===== config.mk =====
export PLATFORM = sky130hd
export DESIGN_NAME = spi_mem_ctrl
export DESIGN_NICKNAME = d
export VERILOG_FILES = /design/src/rtl/spi_mem_ctrl_pkg.sv /design/src/rtl/spi_mem_ctrl_shifter.sv /design/src/rtl/spi_mem_ctrl.sv
export SDC_FILE = /design/constraint.sdc
export NUM_CORES = 1
export LEC_CHECK = 0
export ABC_CLOCK_PERIOD_IN_PS = 2840
export BUFFER_PORTS_ARGS = -buffer_cell sky130_fd_sc_hd__buf_2
export CAP_MARGIN = 15
export CORE_AREA = 4 4 82 84
export CTS_BUF_LIST = sky130_fd_sc_hd__clkbuf_16
export DETAILED_ROUTE_END_ITERATION = 8
export DIE_AREA = 0 0 86 88
export GPL_ROUTABILITY_DRIVEN = 0
export PLACE_DENSITY = 0.83
export SETUP_SLACK_MARGIN = 0.15
export SYNTH_ARGS = -nofsm -noshare
export SYNTH_HDL_FRONTEND = slang
export SYNTH_SLANG_ARGS = --single-unit

===== constraint.sdc =====
create_clock -name clock -period 2.84 [get_ports clock]
set_input_delay 0.142 -clock clock [delete_from_list [all_inputs] [get_ports clock]]
set_output_delay 0.142 -clock clock [all_outputs]
set_load 0.01 [all_outputs]

===== src/rtl/spi_mem_ctrl_pkg.sv =====
// Shared types and SPI flash/RAM protocol constants for the memory responder.
package spi_mem_ctrl_pkg;

  // The fourth encoding is not a real request and is treated exactly like MEM_NOP.
  typedef enum logic [1:0] {
    MEM_NOP   = 2'b00,
    MEM_READ  = 2'b01,
    MEM_WRITE = 2'b10,
    MEM_RSVD  = 2'b11
  } mem_ctrl_op_e;

  typedef enum logic {
    ADDR_PC  = 1'b0,
    ADDR_MAR = 1'b1
  } addr_sel_e;

  localparam logic [7:0] SPI_CMD_READ   = 8'h03;
  localparam logic [7:0] SPI_CMD_WRITE  = 8'h02;
  localparam int         SPI_FRAME_BITS = 40;
  localparam int         SPI_ADDR_BITS  = 24;

endpackage


===== src/rtl/spi_mem_ctrl_shifter.sv =====
// SPI mode-0 frame engine: divides the clock into SCLK, shifts a 40-bit frame out
// MSB first and collects the last 8 MISO bits sampled on rising SCLK.
module spi_mem_ctrl_shifter
  import spi_mem_ctrl_pkg::*;
#(
  parameter int CLK_DIV = 1
) (
  input  logic                      clock,
  input  logic                      reset,
  input  logic                      start,
  input  logic [SPI_FRAME_BITS-1:0] frame,
  input  logic                      miso,
  output logic                      sclk,
  output logic                      mosi,
  output logic                      last,
  output logic [7:0]                rx_byte
);

  localparam int DIV_W = (CLK_DIV > 1) ? $clog2(CLK_DIV) : 1;
  localparam int CNT_W = $clog2(SPI_FRAME_BITS);

  logic [DIV_W-1:0]          div_q, div_d;
  logic [CNT_W-1:0]          cnt_q, cnt_d;
  logic                      sclk_q, sclk_d;
  logic                      busy_q, busy_d;
  logic [SPI_FRAME_BITS-1:0] tx_q, tx_d;
  logic [7:0]                rx_q, rx_d;
  logic                      tick;

  assign tick    = busy_q && (div_q == DIV_W'(CLK_DIV - 1));
  // The falling edge after the 40th rise ends the frame.
  assign last    = tick && sclk_q && (cnt_q == CNT_W'(SPI_FRAME_BITS - 1));
  assign sclk    = sclk_q;
  assign mosi    = tx_q[SPI_FRAME_BITS-1];
  assign rx_byte = rx_q;

  always_comb begin
    div_d  = div_q;
    cnt_d  = cnt_q;
    sclk_d = sclk_q;
    busy_d = busy_q;
    tx_d   = tx_q;
    rx_d   = rx_q;
    if (start) begin
      busy_d = 1'b1;
      div_d  = '0;
      cnt_d  = '0;
      sclk_d = 1'b0;
      tx_d   = frame;
    end else if (busy_q) begin
      if (tick) begin
        div_d  = '0;
        sclk_d = !sclk_q;
        if (!sclk_q) begin
          rx_d = {rx_q[6:0], miso};
        end else if (last) begin
          busy_d = 1'b0;
          tx_d   = '0;
        end else begin
          cnt_d = cnt_q + CNT_W'(1);
          tx_d  = {tx_q[SPI_FRAME_BITS-2:0], 1'b0};
        end
      end else begin
        div_d = div_q + DIV_W'(1);
      end
    end
  end

  always_ff @(posedge clock or posedge reset) begin
    if (reset) begin
      div_q  <= '0;
      cnt_q  <= '0;
      sclk_q <= 1'b0;
      busy_q <= 1'b0;
      tx_q   <= '0;
    end else begin
      div_q  <= div_d;
      cnt_q  <= cnt_d;
      sclk_q <= sclk_d;
      busy_q <= busy_d;
      tx_q   <= tx_d;
    end
  end

  // Receive bits are only consumed after a complete frame, so they need no reset.
  always_ff @(posedge clock) begin
    rx_q <= rx_d;
  end

endmodule


===== src/rtl/spi_mem_ctrl.sv =====
// Memory responder: turns mem_ctrl_op requests into SPI flash (PC) or SPI RAM (MAR)
// transfers on a shared bus and answers with a one-cycle mem_op_done pulse.
module spi_mem_ctrl
  import spi_mem_ctrl_pkg::*;
#(
  parameter int DATA_BUS_WIDTH = 8,
  parameter int ADDR_WIDTH     = 16,
  parameter int CLK_DIV        = 1
) (
  input  logic                      clock,
  input  logic                      reset,
  input  mem_ctrl_op_e              mem_ctrl_op,
  input  addr_sel_e                 addr_sel,
  input  logic [ADDR_WIDTH-1:0]     pc_addr,
  input  logic [ADDR_WIDTH-1:0]     mar_addr,
  input  logic [DATA_BUS_WIDTH-1:0] data_in,
  output logic [DATA_BUS_WIDTH-1:0] data_out,
  output logic                      mem_op_done,
  output logic                      spi_sclk,
  output logic                      spi_mosi,
  input  logic                      spi_miso,
  output logic                      flash_cs_n,
  output logic                      ram_cs_n
);

  typedef enum logic [1:0] {
    ST_IDLE  = 2'b00,
    ST_SHIFT = 2'b01,
    ST_DONE  = 2'b10
  } state_e;

  state_e                    state_q, state_d;
  logic                      rd_q, rd_d;
  logic                      flash_cs_n_q, flash_cs_n_d;
  logic                      ram_cs_n_q, ram_cs_n_d;
  logic [DATA_BUS_WIDTH-1:0] data_out_q, data_out_d;

  logic                      is_req, flash_wr, start, last;
  logic [ADDR_WIDTH-1:0]     req_addr;
  logic [7:0]                wr_byte, rx_byte;
  logic [SPI_FRAME_BITS-1:0] frame;

  assign is_req   = (mem_ctrl_op == MEM_READ) || (mem_ctrl_op == MEM_WRITE);
  // Flash is read-only: a write aimed at PC completes without touching the bus.
  assign flash_wr = (mem_ctrl_op == MEM_WRITE) && (addr_sel == ADDR_PC);
  assign req_addr = (addr_sel == ADDR_PC) ? pc_addr : mar_addr;
  assign wr_byte  = (mem_ctrl_op == MEM_WRITE) ? 8'(data_in) : 8'h00;
  assign frame    = {(mem_ctrl_op == MEM_WRITE) ? SPI_CMD_WRITE : SPI_CMD_READ,
                     SPI_ADDR_BITS'(req_addr), wr_byte};

  spi_mem_ctrl_shifter #(
    .CLK_DIV (CLK_DIV)
  ) u_shifter (
    .clock   (clock),
    .reset   (reset),
    .start   (start),
    .frame   (frame),
    .miso    (spi_miso),
    .sclk    (spi_sclk),
    .mosi    (spi_mosi),
    .last    (last),
    .rx_byte (rx_byte)
  );

  always_comb begin
    state_d      = state_q;
    rd_d         = rd_q;
    flash_cs_n_d = flash_cs_n_q;
    ram_cs_n_d   = ram_cs_n_q;
    data_out_d   = data_out_q;
    start        = 1'b0;
    case (state_q)
      ST_IDLE: begin
        if (is_req) begin
          rd_d = (mem_ctrl_op == MEM_READ);
          if (flash_wr) begin
            state_d = ST_DONE;
          end else begin
            start        = 1'b1;
            state_d      = ST_SHIFT;
            flash_cs_n_d = (addr_sel != ADDR_PC);
            ram_cs_n_d   = (addr_sel == ADDR_PC);
          end
        end
      end
      ST_SHIFT: begin
        if (last) begin
          state_d      = ST_DONE;
          flash_cs_n_d = 1'b1;
          ram_cs_n_d   = 1'b1;
          if (rd_q) data_out_d = DATA_BUS_WIDTH'(rx_byte);
        end
      end
      ST_DONE: state_d = ST_IDLE;
      default: state_d = ST_IDLE;
    endcase
  end

  always_ff @(posedge clock or posedge reset) begin
    if (reset) begin
      state_q      <= ST_IDLE;
      rd_q         <= 1'b0;
      flash_cs_n_q <= 1'b1;
      ram_cs_n_q   <= 1'b1;
      data_out_q   <= '0;
    end else begin
      state_q      <= state_d;
      rd_q         <= rd_d;
      flash_cs_n_q <= flash_cs_n_d;
      ram_cs_n_q   <= ram_cs_n_d;
      data_out_q   <= data_out_d;
    end
  end

  assign data_out    = data_out_q;
  assign mem_op_done = (state_q == ST_DONE);
  assign flash_cs_n  = flash_cs_n_q;
  assign ram_cs_n    = ram_cs_n_q;

endmodule


After elaboration in Yosys (flattened, before gate mapping)
Cells that the tools add are included.

storage, ports and cells
  bits in registers = 70
  input bits = 46
  output and inout bits = 13
  logic and storage cells = 83

cells by class
  add/sub/neg operators = 2
  equality and inequality tests = 9
  multiplexer cells = 38
  bitwise gates (word level) = 4
  reductions and logical operators = 19

operators with widths
  cell                                           number
  2-to-1 mux 40 bit                              5
  2-to-1 mux 6 bit                               5
  2-to-1 mux 1 bit                               20
  2-to-1 mux 16 bit                              1
  AND reduction 4 bit                            3
  2-to-1 mux 8 bit                               1
  != test 2 bit, second input constant           4
  nonzero test 2 bit                             4
  adder 6 x 1 -> 6 bit, second input constant    1
  == test 6 bit, second input constant           1
  2-to-1 mux 2 bit                               3
  AND reduction 2 bit                            3
  AND reduction 3 bit                            2
  == test 2 x 1 -> 1 bit, second input constant  2
  == test 2 bit, second input constant           2
  logical AND 1 bit                              4
  NOT 1 bit                                      4
  one-hot mux 1 bit (2 select lines)             2
  one-hot mux 2 bit (2 select lines)             1
  zero test 2 bit                                1
  adder 1 bit, second input constant             1
  zero test 1 bit                                1
  logical OR 1 bit                               1

Depth between registers and ports, before layout
Gate-level depths: netlist of the first run.

  depth in word-level cells = 9
  mapped depth = 8
  mapped depth without buffers = 6

Hierarchy
A second synthesis of the first run with hierarchy kept.

second synthesis, totals
  cells, all modules = 361
  area total of the unflattened synthesis = 3677.3 µm²

modules (own cells, without submodules)
  module                instances  cells each  area an instance (µm²)  sequential area each (µm²)
  spi_mem_ctrl_shifter  1          281         2783.9                  1466.4
  spi_mem_ctrl          1          80          893.4                   327.8

Worst setup path before layout of the first run
Ideal clock, no wire load.

  path type = in2reg
  start = in mem_ctrl_op[0]
  end = reg u_shifter.rx_q[0] (netlist: u_shifter.rx_byte[0]), enable pin
  library setup time = 385 ps
  arrival = 1657 ps
  data required time = 2455 ps
  path slack = 797 ps
  cell stages on the path = 7
  path buffers = 2
  cell sequence = inv_1 -> ha_1 -> nor3_2 -> and2_1 -> buf_2 -> buf_2 -> nor3b_1

on the way
  cells in the longest elaborated chain, start to end = 7
  elaborated cells between the ends (all ways) = 9
  those cells by class = 2 x eq/ne; 3 x mux; 1 x bitwise; 3 x reduce/logical

ends and longest elaborated chain
  item                                      line                                    source
  start, declared                           spi_mem_ctrl.sv:12                      input mem_ctrl_op_e mem_ctrl_op,
  == test 2 bit                             spi_mem_ctrl.sv:43, spi_mem_ctrl.sv:45
  logical AND 1 bit                         spi_mem_ctrl.sv:45                      assign flash_wr = (mem_ctrl_op == MEM_WRITE) && (addr_sel == ADDR_PC);
  2-to-1 mux 1 bit                          spi_mem_ctrl.sv:76                      if (flash_wr) begin
  2-to-1 mux 1 bit (*)                      spi_mem_ctrl.sv:74                      if (is_req) begin
  2-to-1 mux 1 bit (*)                      spi_mem_ctrl.sv:72                      case (state_q)
  NOT 1 bit (no source line) (*)            n/a
  AND reduction 4 bit (no source line) (*)  n/a
  end signal, assigned                      spi_mem_ctrl_shifter.sv:87              rx_q <= rx_d;
  end, declared                             spi_mem_ctrl_shifter.sv:27              logic [7:0] rx_q, rx_d;

Mark *: on every way between the ends. The rest lies on a longest branch, timed or not.
A chain may end at the register's enable or synchronous reset.

Worst setup path in the final report of the first run
  start = reg u_shifter.cnt_q[0]
  end = reg u_shifter.tx_q[25]

on the way
  cells in the longest elaborated chain, start to end = 7

ends and longest elaborated chain
  item                    line                        source
  start, declared         spi_mem_ctrl_shifter.sv:23  logic [CNT_W-1:0] cnt_q, cnt_d;
  start signal, assigned  spi_mem_ctrl_shifter.sv:78  cnt_q <= cnt_d;
  == test 6 bit           spi_mem_ctrl_shifter.sv:32  assign last = tick && sclk_q && (cnt_q == CNT_W'(SPI_FRAME_BITS - 1));
  logical AND 1 bit       spi_mem_ctrl_shifter.sv:32
  2-to-1 mux 40 bit       spi_mem_ctrl_shifter.sv:56  end else if (last) begin
  2-to-1 mux 40 bit       spi_mem_ctrl_shifter.sv:54  if (!sclk_q) begin
  2-to-1 mux 40 bit       spi_mem_ctrl_shifter.sv:51  if (tick) begin
  2-to-1 mux 40 bit       spi_mem_ctrl_shifter.sv:50  end else if (busy_q) begin
  2-to-1 mux 40 bit       spi_mem_ctrl_shifter.sv:44  if (start) begin
  end signal, assigned    spi_mem_ctrl_shifter.sv:81  tx_q <= tx_d;
  end, declared           spi_mem_ctrl_shifter.sv:26  logic [SPI_FRAME_BITS-1:0] tx_q, tx_d;

Every way passes these cells. The select of a mux whose other input is x is not followed.

==> results of run 1 <==
==> cell usage after synthesis, drive strengths merged, types with 2 or more instances <==
| library cell | number | area, um^2 |
|---|---|---|
| nor3 | 5 | 30.0 |
| a2bb2oi | 6 | 52.6 |
| inv | 5 | 18.8 |
| nor2b | 3 | 18.8 |
| nand3 | 37 | 185 |
| ha | 3 | 37.5 |
| mux2 | 9 | 101 |
| dfstp | 2 | 52.6 |
| buf | 15 | 78.8 |
| mux2i | 16 | 160 |
| edfxtp | 8 | 240 |
| o21ai | 7 | 35.0 |
| o21a | 5 | 37.5 |
| a221oi | 2 | 17.5 |
| xor2 | 4 | 35.0 |
| nand4 | 2 | 12.5 |
| o211ai | 2 | 15.0 |
| or2 | 2 | 12.5 |
| nand2 | 26 | 97.6 |
| clkbuf | 10 | 37.5 |
| nor3b | 2 | 15.0 |
| a22oi | 16 | 120 |
| a21oi | 36 | 180 |
| dfrtp | 60 | 1500 |
| and3 | 2 | 12.5 |
| nor2 | 9 | 50.1 |
==> registers in the layout, summed over array words and instances (netlist names) <==
name               flops
u_shifter.rx_byte      8
u_shifter.div_q        1
data_out               8
u_shifter.cnt_q        6
rd_q                   1
u_shifter.tx_q        40
u_shifter.busy_q       1
ram_cs_n               1
state_q                2
flash_cs_n             1
u_shifter.sclk         1
==> critical path: stages, from the launching register on <==
cell	delay, ns
dfrtp_1	0.40
ha_1	0.27
nand4b_4	0.17
or2_1	0.47
buf_4	0.39
nand3_1	0.15
a21oi_1	0.24
==> report_power, final <==
part	internal (mW)	switching, mW
combinational	0.521	0.717
sequential	1.46	0.252
clock	0.771	0.431
total	2.75	1.40
==> layout by cell type, fill, tap and decap left out, drive strengths merged, types with 4 or more instances in the layout <==
cell type  count
a21oi         36
mux2           9
nor3           5
a22oi         16
clkbuf         9
mux2i         16
a2bb2oi        6
buf           65
nand3         37
inv            8
nor2           9
nand2         26
dfrtp         60
o21a           5
o21ai          7
edfxtp         8
xor2           4
==> cell type report <==
type	count	area, um^2	area share, %
well taps	75	93.8	2.39
flip-flops and latches	70	1790	45.8
inverters	5	18.8	0.479
clock buffers	9	225	5.75
clock inverters	7	96.3	2.46
multi-input cells	205	1330	33.9
repair buffers	67	363	9.26
==> metrics by stage <==
step / power, mW / cell area (um^2) / instances / worst slack, ns / hold WS [ns]
after floorplan: 2.62 / 3260 / 305 / 0.797 / 0.241
after CTS: 4.17 / 3920 / 438 / 0.681 / 0.0356
final: 4.15 / 3920 / 438 / 0.649 / 0.0433
after detailed placement: 2.94 / 3580 / 420 / 0.691 / 0.324
after global placement: 2.88 / 3580 / 420 / 0.772 / 0.326
after global routing: 4.43 / 3920 / 438 / 0.539 / 0.0561
==> routing by layer <==
| layer | global-route usage (%) | part of all wire [%] | vias up |
|---|---|---|---|
| li1 | - | - | 1208 |
| met1 | 25.6 | 41 | 1276 |
| met2 | 34.3 | 51 | 82 |
| met3 | 4.42 | 4.8 | 23 |
| met4 | 10.1 | 2.9 | 0 |
| met5 | 0 | 0 | - |
==> kinds of logic after synthesis <==
| logic type | share of synthesized area, % |
|---|---|
| XOR/XNOR | 1.35 |
| multiplexers | 8.03 |
| adder cells (fa/ha/maj) | 1.15 |
| AO/OA/AOI/OAI | 15.1 |
| AND/OR/NAND/NOR | 15.1 |
| flip-flops | 55.1 |
| buffers and inverters | 4.15 |
==> worst max path at each step <==
stage                                           endpoint  slack, ns  cells past startpoint
after floorplan           u_shifter.rx_byte[0]$_DFFE_PP_       0.80                      7
after global placement     u_shifter.tx_q[7]$_DFFE_PP0P_       0.77                      6
after detailed placement   u_shifter.tx_q[7]$_DFFE_PP0P_       0.69                      6
after CTS                  u_shifter.tx_q[7]$_DFFE_PP0P_       0.68                      6
after global routing      u_shifter.tx_q[14]$_DFFE_PP0P_       0.54                      6
final                     u_shifter.tx_q[25]$_DFFE_PP0P_       0.65                      6
==> timing repair <==
action	CTS	global route
setup buffers	0	0
hold endpoints to repair	37	0
resized for setup	0	0
hold buffers	2	0
==> results.md, run 1 <==
* Clk Tree Root Cell: clkbuf_16
* Hold path startpoint: data_in[6]
* Hpwl dp at 4.63 mm
* Number of global-route vias before repair at 2,561
* Final #Nets at 407
* Static leakage at 1.90 nW
* Global-route wire length before repair at 12.2 mm
* PD cells at 1060 nW/um^2
* Dominant synthesized flop cell: dfrtp_1
* Peak VDD IR at slightly below 0.7 mV
* Kind of launch point of the worst setup path: flop
* Crit share post-route at around 77%
* Crit Path Class: flop to flop
* Achievable Freq at 0.456 GHz
* Clock skew at 0.00716 ns
* Clock sink count at 70
* Clock Path Buffers at 2
* TritonCTS Buffers at 9
* Final Max Tran Viols at 0
* Synth Instances at 305
* Drt first pass iters at 4
* Post-route ant nets at 0
* Max Cap Viol at 0
* R2R Setup Slk at 0.65 ns
* Synth Net Count at 354
* Global route overflow at 0
* Ys async rst share at approximately nine tenths
* Layout cell share with drive strength beyond 1 at 26.7%
* Syn Area/Cell at 10.7 um^2
* Worst R2R Path Depth at 6
* Largest net degree at the start of global routing at 61
* Worst r2r dst: u_shifter.tx_q[25]$_DFFE_PP0P_
* Critical path arrival at 2.42 ns
* FP Rows at 28
* Crit path capture type: flop
* Yosys warnings at 0
* Die area at between 7000 and 8000 um^2
* RSZ-0062 raised after global routing: false
* Final-report hold violation count at 0
* Crit Reg-Reg Startpoint: u_shifter.cnt_q[0]$_DFFE_PP0P_
* Setup_tns at 0 ns
* HP Class: input pin to flop
* FILL cells at approximately 460
* Crit-path max FO at 26
* Worst EP required at 3.07 ns
* Yosys reg bits at 70
* Initial Util at 55.0%
* Ports at 59
* CTS tree: built
* Die Span X at 86 um
* Worst-path clk slew at approximately 0.060 ns
* Core area at ~5900 um^2
* EDFF count, synth at 8
* I/O Buffers at 58
* CTS HTree Levels at 3
* Routed len/inst at 16.4 um
* Synthesized area at roughly 3300 um^2
* Initial antenna violation count at 0
* Drc violations at 0
* Die height at between 80 and 90 um
* Final Util at 66.2%
* Total GRT Usage at between 20% and 30%
* Routed WL at 7.19 mm
* Max_slew headroom at 27.4%
* Cell count of the worst hold path at 3
* Min Tclk post-route at 2.19 ns
* Critical path launch point: u_shifter.cnt_q[0]$_DFFE_PP0P_
* Register area share after synthesis at 55.1%
* # setup viols final at 0
* Ant diodes at 0
* End of the worst hold path: u_shifter.tx_q[6]$_DFFE_PP0P_
* DR vias/cell at between 5 and 6
* DR iter-0 viols at between 150 and 200
* Unique masters post-synth at 42
* Vias at 2,589
* Status: finished clean
* Slew @ Worst Pin at 1.09 ns
* Area grow syn2layout at 20.4%
* Worst-Skew Late Latency at around 0.33 ns
No activity file was read; power rests on OpenSTA's default activity.
==> inputs of run 2 (changes only) <==
ABC_CLOCK_PERIOD_IN_PS = 2000   (was 2840)
CORE_AREA = 4 4 86 88   (was 4 4 82 84)
DIE_AREA = 0 0 90 92   (was 0 0 86 88)
PLACE_DENSITY = 0.79   (was 0.83)
clock period = 2 ns   (was 2.84 ns; I/O delays follow)
==> results.md, run 2 (same netlist as run 1, synthesis figures left out) <==
* Status: finished clean
* Clock skew at 0.00879 ns (+0.00163 ns)
* Number of global-route vias before repair at 2,489 (-2.8%)
* Layout cell share with drive strength beyond 1 at 29.2% (+2.5 points)
* Setup_tns at 0 ns (unchanged)
* Slowest stage delay, CP at 0.39 ns (-0.08 ns)
* Ant diodes at 0 (unchanged)
* Slowest cell on crit path: dfrtp_1
* Most frequent cells in the layout: 60 x dfrtp_1, 58 x buf_2, 37 x nand3_1
* PD cells at 1480 nW/um^2 (+40%)
* Worst hold margin at 0.0103 ns (-0.0330 ns)
* Area grow syn2layout at 23.6%
* Global-route wire length before repair at 11.9 mm (-1.9%)
* Crit path capture type: flop
* Crit Path Class: flop to flop
* Drc violations at 0 (unchanged)
* Crit share post-route at 85.9% (+8.8 points)
* Largest net degree at the start of global routing at 42 (-31%)
* Clock power share at 27.8% (-1.1 points)
* Max reg flops at 40 (unchanged)
* Worst EP required at 2.20 ns (-0.87 ns)
* Routed len/inst at 15.6 um (-5.1%)
* Max Cap Viol at 0 (unchanged)
* Sw Ratio at 33.0% (-0.71 points)
* Min Tclk post-route at 1.72 ns (-0.472 ns)
* Psw at 1.97 mW (+40%)
* Buf/Inv on CP at 1 (unchanged)
* DR iter-0 viols at 102 (-46%)
* Seq pwr share at 40.6% (-0.7 points)
* Commonest non-fill, non-tap cell in the layout: dfrtp_1
* Hpwl dp at 4.72 mm (+1.9%)
* FP Rows at 30 (+7.1%)
* Clk Tree Root Cell: clkbuf_16
* Clock sink count at 70 (unchanged)
* Initial Util at 49.0% (-6.0 points)
* Kind of launch point of the worst setup path: flop
* Final-report hold violation count at 0 (unchanged)
* CTS HTree Levels at 3 (unchanged)
* Biggest register: u_shifter.tx_q
* Final #Nets at 417 (+2.5%)
* HP Class: input pin to flop
* Placed insts at 435 (+3.6%)
* Die height at 92 um (+4.5%)
* Post-Layout Cell Count at 453 (+3.4%)
* Crit path max-delay family: simple AND/OR/NAND/NOR gates
* Ports at 59 (unchanged)
* Clock Path Buffers at 2 (unchanged)
* CTS tree: built
* Post-route ant nets at 0 (unchanged)
* Max_slew headroom at 65.3% (+38 points)
* Final Max Tran Viols at 0 (unchanged)
* # setup viols final at 0 (unchanged)
* TritonCTS Buffers at 9 (unchanged)
* Vias at 2,573 (-0.62%)
* Worst-path clk slew at 0.06 ns (about the same)
* Drt first pass iters at 4 (unchanged)
* Global route overflow at 0 (unchanged)
* Total GRT Usage at 17.8% (-2.8 points)
* Worst-Skew Late Latency at 0.33 ns (about the same)
* Peak VDD IR at 0.838 mV (+23%)
* Initial antenna violation count at 0 (unchanged)
* Die Span X at 90 um (+4.7%)
* Critical path arrival at 1.92 ns (-0.50 ns)
* Combinational Power Share at 31.5% (+1.7 points)
* Die area at 8280 um^2 (+9.4%)
* FILL cells at 526 (+14%)
* Worst path cell trace: ha_1 > nand4b_4 > or2_4 > buf_4 > a221oi_1 > nor3_1
* Int Pwr at 3.99 mW (+45%)
* Core area at 6640 um^2 (+12%)
* Routed WL at 7.06 mm (-1.9%)
* RSZ-0062 raised after global routing: false
* Achievable Freq at 0.582 GHz (+27%)
* DR vias/cell at 5.68 (-3.9%)
* Slew @ Worst Pin at 0.520 ns (-0.566 ns)
* Static leakage at 1.95 nW (+2.9%)
* I/O Buffers at 58 (unchanged)
* Crit-path max FO at 7 (-73%)
[run 2: timing repair]
item,in CTS,in global routing
hold buffers,2,0
buffers inserted,0,0
resized for setup,0,1
hold endpoints to repair,20,0
endpoints found under the setup margin,0,17
[run 2: per-layer routing]
layer / GRT usage (%) / share of wire [%] / routed length (um) / up-vias
li1: - / - / - / 1228
met1: 22.2 / 43 / 3030 / 1265
met2: 29.7 / 51 / 3570 / 69
met3: 3.20 / 4.7 / 335 / 11
met4: 8.93 / 1.6 / 114 / 0
met5: 0 / 0 / 0 / -
[run 2: cell type report]
class,instances,area (um^2),share of cell area (%)
flip-flops and latches,70,1790,44.6
inverters,5,18.8,0.466
clock buffers,9,225,5.60
repair buffers,77,463,11.5
multi-input cells,205,1340,33.2
well taps,80,100,2.49
clock inverters,7,88.8,2.21
[run 2: worst min-delay path, delay by kind of cell]
family,cells,cell delay [ns]
buffers and inverters,1,0.09
and+or+nand+nor,1,0.05
AOI/OAI and AO/OA,1,0.05
[run 2: stage by stage]
step           instance area, um^2  setup WS, ns  total power [mW]  util [%]
6_report                      4030         0.281              5.96      60.6
5_1_grt                       4030         0.184              6.32      60.6
4_1_cts                       4020         0.188              5.99      60.5
3_5_place_dp                  3690         0.225              4.28      55.5
3_3_place_gp                  3690         0.298              4.20      55.5
2_1_floorplan                 3260         0.278              3.73         -
[run 2: final timing paths]
check | from | end | slack (ns) | cells past startpoint
min | data_in[4] | u_shifter.tx_q[4]$_DFFE_PP0P_ | 0.01 | 3
max | u_shifter.cnt_q[0]$_DFFE_PP0P_ | u_shifter.tx_q[7]$_DFFE_PP0P_ | 0.28 | 6
max in group asynchronous | reset | u_shifter.tx_q[20]$_DFFE_PP0P_ | 1.08 | 4
min in group asynchronous | reset | u_shifter.tx_q[26]$_DFFE_PP0P_ | 0.36 | 3
min reg2reg | u_shifter.rx_byte[5]$_DFFE_PP_ | u_shifter.rx_byte[6]$_DFFE_PP_ | 0.44 | 0
max reg2reg | u_shifter.cnt_q[0]$_DFFE_PP0P_ | u_shifter.tx_q[7]$_DFFE_PP0P_ | 0.28 | 6
[run 2: power by group through the flow]
stage               clock (mW)  sequential (mW)  combinational (mW)
floorplan                    0             2.35                1.39
global placement             0             2.41                1.79
detailed placement           0             2.42                1.86
CTS                       1.68             2.41                1.90
global route              1.74             2.48                2.10
finish                    1.66             2.42                1.88
